`src/rtl/spi.sv`:
```
// ---------------------------------------------------------------------------
// spi -- write-only SPI master for an LCD controller (SPI mode 0).
//
// After reset release the block holds LCD_reset low for RST_CYCLES clocks,
// then raises LCD_reset and ready together. Each byte is shifted out MSB
// first on MOSI with CS low. Every bit lasts 2*CLK_DIV clocks: SCK is low for
// CLK_DIV clocks, then high for CLK_DIV clocks. DC carries the D/C flag
// latched when the byte was accepted.
//
// Handshake: ready=1 means the block is idle. A rising clk edge with
// ready=1 and enable=1 is the accept edge: data and mode are captured on
// that edge and ready drops on the same edge. enable is ignored while
// ready=0. ready stays low for exactly 16*CLK_DIV+1 clocks per byte. If
// enable is still high on the first edge with ready=1, the next byte is
// accepted on that edge (back-to-back transfers).
//
// Parameters:
//   CLK_DIV     SCK half-period in clk cycles, 1..255
//   RST_CYCLES  clk cycles LCD_reset stays low after nrst rises, 1..65535
//
// Ports:
//   clk          in   system clock, rising edge
//   nrst         in   asynchronous active-low reset
//   data[7:0]    in   byte to send, captured on the accept edge
//   mode         in   D/C flag, captured on the accept edge (1 = data)
//   enable       in   transfer request, level sensitive
//   ready        out  idle and able to accept a byte
//   SCK          out  serial clock, idle low
//   MOSI         out  serial data, MSB first
//   DC           out  latched D/C flag
//   CS           out  active-low chip select
//   LCD_reset    out  active-low LCD reset
//   dbg_state_o  out  FSM state: 0 = INIT, 1 = IDLE, 2 = SHIFT, 3 = DONE
//
// All outputs come straight from flops.
// ---------------------------------------------------------------------------
module spi #(
    parameter int CLK_DIV    = 4,
    parameter int RST_CYCLES = 8
) (
    input  logic       clk,
    input  logic       nrst,
    input  logic [7:0] data,
    input  logic       mode,
    input  logic       enable,
    output logic       ready,
    output logic       SCK,
    output logic       MOSI,
    output logic       DC,
    output logic       CS,
    output logic       LCD_reset,
    output logic [1:0] dbg_state_o
);

    typedef enum logic [1:0] {
        ST_INIT  = 2'd0,
        ST_IDLE  = 2'd1,
        ST_SHIFT = 2'd2,
        ST_DONE  = 2'd3
    } state_e;

    localparam logic [7:0]  DIV_LAST = 8'(CLK_DIV - 1);
    localparam logic [15:0] RST_LAST = 16'(RST_CYCLES - 1);

    state_e      state_q, state_d;
    logic [15:0] rst_cnt_q, rst_cnt_d;
    logic [7:0]  div_cnt_q, div_cnt_d;
    logic [2:0]  bit_cnt_q, bit_cnt_d;
    // Only data[6:0] is kept: data[7] goes straight to MOSI on the accept edge.
    logic [6:0]  sr_q, sr_d;
    logic        ready_q, ready_d;
    logic        sck_q, sck_d;
    logic        mosi_q, mosi_d;
    logic        dc_q, dc_d;
    logic        cs_q, cs_d;
    logic        lcd_rst_q, lcd_rst_d;

    logic init_done;
    logic div_last;
    logic byte_end;

    assign init_done = (rst_cnt_q == RST_LAST);
    assign div_last  = (div_cnt_q == DIV_LAST);
    // End of the bit-0 high phase: the last half-period of the byte.
    assign byte_end  = div_last && sck_q && (bit_cnt_q == 3'd0);

    // -----------------------------------------------------------------------
    // State register
    // -----------------------------------------------------------------------
    always_ff @(posedge clk or negedge nrst) begin
        if (!nrst) begin
            state_q <= ST_INIT;
        end else begin
            state_q <= state_d;
        end
    end

    // -----------------------------------------------------------------------
    // Next-state logic
    // -----------------------------------------------------------------------
    always_comb begin
        state_d = state_q;
        unique case (state_q)
            ST_INIT:  if (init_done) state_d = ST_IDLE;
            ST_IDLE:  if (enable)    state_d = ST_SHIFT;
            ST_SHIFT: if (byte_end)  state_d = ST_DONE;
            ST_DONE:                 state_d = ST_IDLE;
            default:                 state_d = ST_INIT;
        endcase
    end

    // -----------------------------------------------------------------------
    // Output / datapath next values. Everything defaults to hold so outputs
    // only move on the edges named below.
    // -----------------------------------------------------------------------
    always_comb begin
        rst_cnt_d = rst_cnt_q;
        div_cnt_d = div_cnt_q;
        bit_cnt_d = bit_cnt_q;
        sr_d      = sr_q;
        ready_d   = ready_q;
        sck_d     = sck_q;
        mosi_d    = mosi_q;
        dc_d      = dc_q;
        cs_d      = cs_q;
        lcd_rst_d = lcd_rst_q;

        unique case (state_q)
            ST_INIT: begin
                if (init_done) begin
                    rst_cnt_d = '0;
                    ready_d   = 1'b1;
                    lcd_rst_d = 1'b1;
                end else begin
                    rst_cnt_d = rst_cnt_q + 16'd1;
                end
            end

            ST_IDLE: begin
                if (enable) begin
                    sr_d      = data[6:0];
                    dc_d      = mode;
                    mosi_d    = data[7];
                    cs_d      = 1'b0;
                    ready_d   = 1'b0;
                    bit_cnt_d = 3'd7;
                    div_cnt_d = '0;
                    sck_d     = 1'b0;
                end
            end

            ST_SHIFT: begin
                if (div_last) begin
                    div_cnt_d = '0;
                    if (!sck_q) begin
                        // Low phase over: rising SCK, MOSI already stable.
                        sck_d = 1'b1;
                    end else if (bit_cnt_q == 3'd0) begin
                        // Last bit done; MOSI is cleared in DONE.
                        sck_d = 1'b0;
                    end else begin
                        // Falling SCK is the only place MOSI advances.
                        sck_d     = 1'b0;
                        mosi_d    = sr_q[6];
                        sr_d      = {sr_q[5:0], 1'b0};
                        bit_cnt_d = bit_cnt_q - 3'd1;
                    end
                end else begin
                    div_cnt_d = div_cnt_q + 8'd1;
                end
            end

            ST_DONE: begin
                cs_d    = 1'b1;
                ready_d = 1'b1;
                mosi_d  = 1'b0;
            end

            default: begin
                ready_d = 1'b0;
            end
        endcase
    end

    // -----------------------------------------------------------------------
    // Output and datapath registers
    // -----------------------------------------------------------------------
    always_ff @(posedge clk or negedge nrst) begin
        if (!nrst) begin
            rst_cnt_q <= '0;
            div_cnt_q <= '0;
            bit_cnt_q <= '0;
            sr_q      <= '0;
            ready_q   <= 1'b0;
            sck_q     <= 1'b0;
            mosi_q    <= 1'b0;
            dc_q      <= 1'b0;
            cs_q      <= 1'b1;
            lcd_rst_q <= 1'b0;
        end else begin
            rst_cnt_q <= rst_cnt_d;
            div_cnt_q <= div_cnt_d;
            bit_cnt_q <= bit_cnt_d;
            sr_q      <= sr_d;
            ready_q   <= ready_d;
            sck_q     <= sck_d;
            mosi_q    <= mosi_d;
            dc_q      <= dc_d;
            cs_q      <= cs_d;
            lcd_rst_q <= lcd_rst_d;
        end
    end

    assign ready       = ready_q;
    assign SCK         = sck_q;
    assign MOSI        = mosi_q;
    assign DC          = dc_q;
    assign CS          = cs_q;
    assign LCD_reset   = lcd_rst_q;
    assign dbg_state_o = state_q;

endmodule

```
`config.mk`:
```
export PLATFORM = sky130hd
export DESIGN_NAME = spi
export DESIGN_NICKNAME = d
export VERILOG_FILES = /design/src/rtl/spi.sv
export SDC_FILE = /design/constraint.sdc
export NUM_CORES = 1
export LEC_CHECK = 0
export ABC_AREA = 1
export CELL_PAD_IN_SITES_DETAIL_PLACEMENT = 1
export CELL_PAD_IN_SITES_GLOBAL_PLACEMENT = 2
export CORE_MARGIN = 2
export CORE_UTILIZATION = 28
export DETAILED_ROUTE_END_ITERATION = 8
export PLACE_DENSITY_LB_ADDON = 0.1
export REMOVE_ABC_BUFFERS = 1
export SYNTH_ARGS = -nofsm -noshare
export SYNTH_HDL_FRONTEND = slang
export SYNTH_SLANG_ARGS = --single-unit
```
`constraint.sdc`:
```
create_clock -name clk -period 2.05 [get_ports clk]
set_input_delay 0.41 -clock clk [delete_from_list [all_inputs] [get_ports clk]]
set_output_delay 0.41 -clock clk [all_outputs]
set_load 0.01 [all_outputs]
```
==> flow_summary.json <==
{
  "status": "finished, final reports clean",
  "swShare_pct": 43.93,
  "grt_max_degree": 25,
  "finalWirelength_mm": 5.801,
  "core-area_mm2": 0.008134,
  "crit_path_start_kind": "register",
  "die_area_mm2": 0.009075,
  "p_seq_share_pct": 35.8,
  "vias": 2033,
  "start_util_pct": 28.67,
  "rows": 33,
  "synth_top_area_share_pct": 43.99,
  "combinationalPowerShare_pct": 48.3,
  "tns_ns": 0,
  "layout.nets": 360,
  "grt_pass1_vias": 2126,
  "cts_resized": 0,
  "n_antenna_cell": 0,
  "critPathMaxFanout": 10,
  "final-max-slew-violation-count": 0,
  "irDropWorstVdd_uv": 347.5,
  "critPathCaptureType": "register",
  "routedWlPerCell_um": 13.01,
  "die-width_um": 95.27,
  "hp-class": "in2async",
  "ys.flop_type": "dfrtp_1",
  "root_buffer": "clkbuf_8",
  "hold_buffers": 0,
  "io_pins": 20,
  "insertion_delay_ns": 0.29,
  "grt_overflow": 0,
  "grt_use_total_pct": 14.58,
  "async_reset_ff_share_pct": 100.0,
  "antenna_found_initial": 0,
  "worst-slew-pin-transition_ns": 0.4906,
  "seq_area_frac_synth_pct": 45.12,
  "p_int_mw": 2.001,
  "remaining_drc_errors": 0,
  "mappedNetlistArea_mm2": 0.002332,
  "dp.final_hpwl_mm": 4.363,
  "fill_cells": 987,
  "grt_pass1_wl_mm": 10.22,
  "drtAntennaViolNets": 0,
  "fin_util_pct": 34.09,
  "numClockSinks": 42,
  "fp.dieH_um": 95.27,
  "fin_crit_ns": 1.823,
  "synth_most_common_cell": "nand2_1",
  "period_share_pct": 88.92,
  "syn_area_per_cell_um2": 7.475,
  "max_slew_margin_pct": 67.29,
  "io_buffers": 19,
  "fin_skew_ns": 0.005680,
  "cp_data_arrival_time_ns": 2.01,
  "drt-initial-drc-count": 75,
  "hold_viol_final": 0,
  "cts_tree": "built",
  "critical_path_class": "reg2reg",
  "pwr-share-clk_pct": 15.9,
  "ys_seq_elements": 42,
  "synthCells": 312,
  "fmax_mhz": 548.6,
  "clk_path_buf_depth": 2,
  "synth_edf_count": 0,
  "postCtsSetupRepairBufs": 0,
  "cts.clk_slew.worst_paths_ns": 0.08,
  "cp.required_ns": 2.24,
  "area_growth_syn_to_layout_pct": 18.88,
  "leakagePower_nw": 1.425,
  "netlist_top_cells_count": "nand2_1 (110), dfrtp_1 (41), inv_1 (35), nand3_1 (32), nor2_1 (32)",
  "cts.htree.levels": 2,
  "netlist-cell-type-count": 28,
  "place_congestion": 0.7660,
  "cts_inserted_buffers": 5,
  "first_pass_iters": 4,
  "ys_top_cells_by_area": "dfrtp_1 (44%), nand2_1 (18%), nand3_1 (6.9%)",
  "maxCapViolations": 0,
  "synth_top_cell_by_area": "dfrtp_1",
  "p_sw_mw": 1.567,
  "viasPerCell": 4.558,
  "rsz0062_at_grt": "false",
  "drive_gt1_share_pct": 7.918,
  "p_per_area_mw_per_mm2": 1287,
  "yosysWarnings": 0,
  "finalSetupViolCount": 0
}
layout make-up:
cell class,count,area (um2),share of cell area [%]
clock buffer,7,86.33,3.114
clock inverter,1,5.005,0.1805
inverter,37,141.4,5.099
tap,105,131.4,4.738
sequential,42,1052,37.95
multi-input combinational,229,1114,40.16
timing repair buffer,25,242.7,8.755
per-layer routing:
| metal | global-route usage (%) | share of wire, % | vias up |
|---|---|---|---|
| li1 | - | - | 1028 |
| met1 | 20.43 | 52 | 978 |
| met2 | 22.59 | 43 | 21 |
| met3 | 2.846 | 3.4 | 6 |
| met4 | 4.589 | 1.3 | 0 |
| met5 | 0 | 0 | - |
state kept, by name (all words and copies together), names as in the netlist:
| signal | count |
|---|---|
| rst_cnt_q | 16 |
| SCK | 1 |
| MOSI | 1 |
| LCD_reset | 1 |
| dbg_state_o | 2 |
| CS | 1 |
| bit_cnt_q | 3 |
| ready | 1 |
| sr_q | 7 |
| div_cnt_q | 8 |
| DC | 1 |
through the flow:
| step | setup WS, ns | power, mW | hold slack (ns) | instances | area, um2 |
|---|---|---|---|---|---|
| after detailed placement | 0.1389 | 3.054 | 0.4051 | 438 | 2681 |
| after global routing | 0.01569 | 3.968 | 0.09449 | 446 | 2773 |
| after global placement | 0.2077 | 3.033 | 0.4078 | 438 | 2681 |
| after floorplan | 0.1582 | 2.411 | 0.1144 | 308 | 2307 |
| final | 0.2271 | 3.568 | 0.06878 | 446 | 2773 |
| after CTS | 0.1813 | 3.655 | 0.08257 | 446 | 2773 |
worst paths after layout:
| check | start | endpoint | slack (ns) | cells after the start |
|---|---|---|---|---|
| min | nrst | div_cnt_q[5] | 0.07 | 1 |
| max reg2reg | dbg_state_o[1] | sr_q[5] | 0.23 | 9 |
| min reg2reg | LCD_reset | LCD_reset | 0.47 | 2 |
| max in group asynchronous | nrst | CS | 1.40 | 2 |
| max | dbg_state_o[1] | sr_q[5] | 0.23 | 9 |
| min in group clk | LCD_reset | LCD_reset | 0.47 | 2 |
worst max-delay path, cell delays in order (launching register included):
cell and delay, ns:
dfrtp_1 0.43, inv_1 0.09, ha_1 0.26, nand2_1 0.18, o21ai_4 0.18, inv_4 0.10
nor2_8 0.20, nand2_4 0.13, nand2_1 0.08, nand2_1 0.05
cell families (layout without fill, tap and decap cells):
logic type      after synthesis  count (layout)  share of synthesized area [%]
simple gates                192             192                          35.41
fa+ha+maj                     8               8                          4.292
buf+inv                      41              70                          7.135
flops                        42              42                          45.12
compound gates               22              22                          5.419
xor+xnor                      7               7                          2.629
power groups by stage:
stage               Clock, mW  Combinational (mW)  Sequential [mW]
floorplan                   0                1.14             1.27
global placement            0                1.74             1.29
detailed placement          0                1.76             1.29
CTS                     0.606                1.77             1.28
global route            0.635                2.02             1.31
finish                  0.569                1.72             1.28
cell usage in the layout (no fill, tap or decap), types with 2 or more instances in the layout:
cell and n:
nor2_1 32, dfrtp_1 41, ha_1 8, a21oi_1 10, nand3_1 32, buf_4 5, o21ai_0 9, xnor2_1 2
xor2_1 5, clkbuf_8 6, or2_2 2, nand4_1 3, clkdlybuf4s50_1 18, nor2_2 3, inv_1 35, nand2_1 110
nor3_1 5
(Power assumes the default switching activity.)
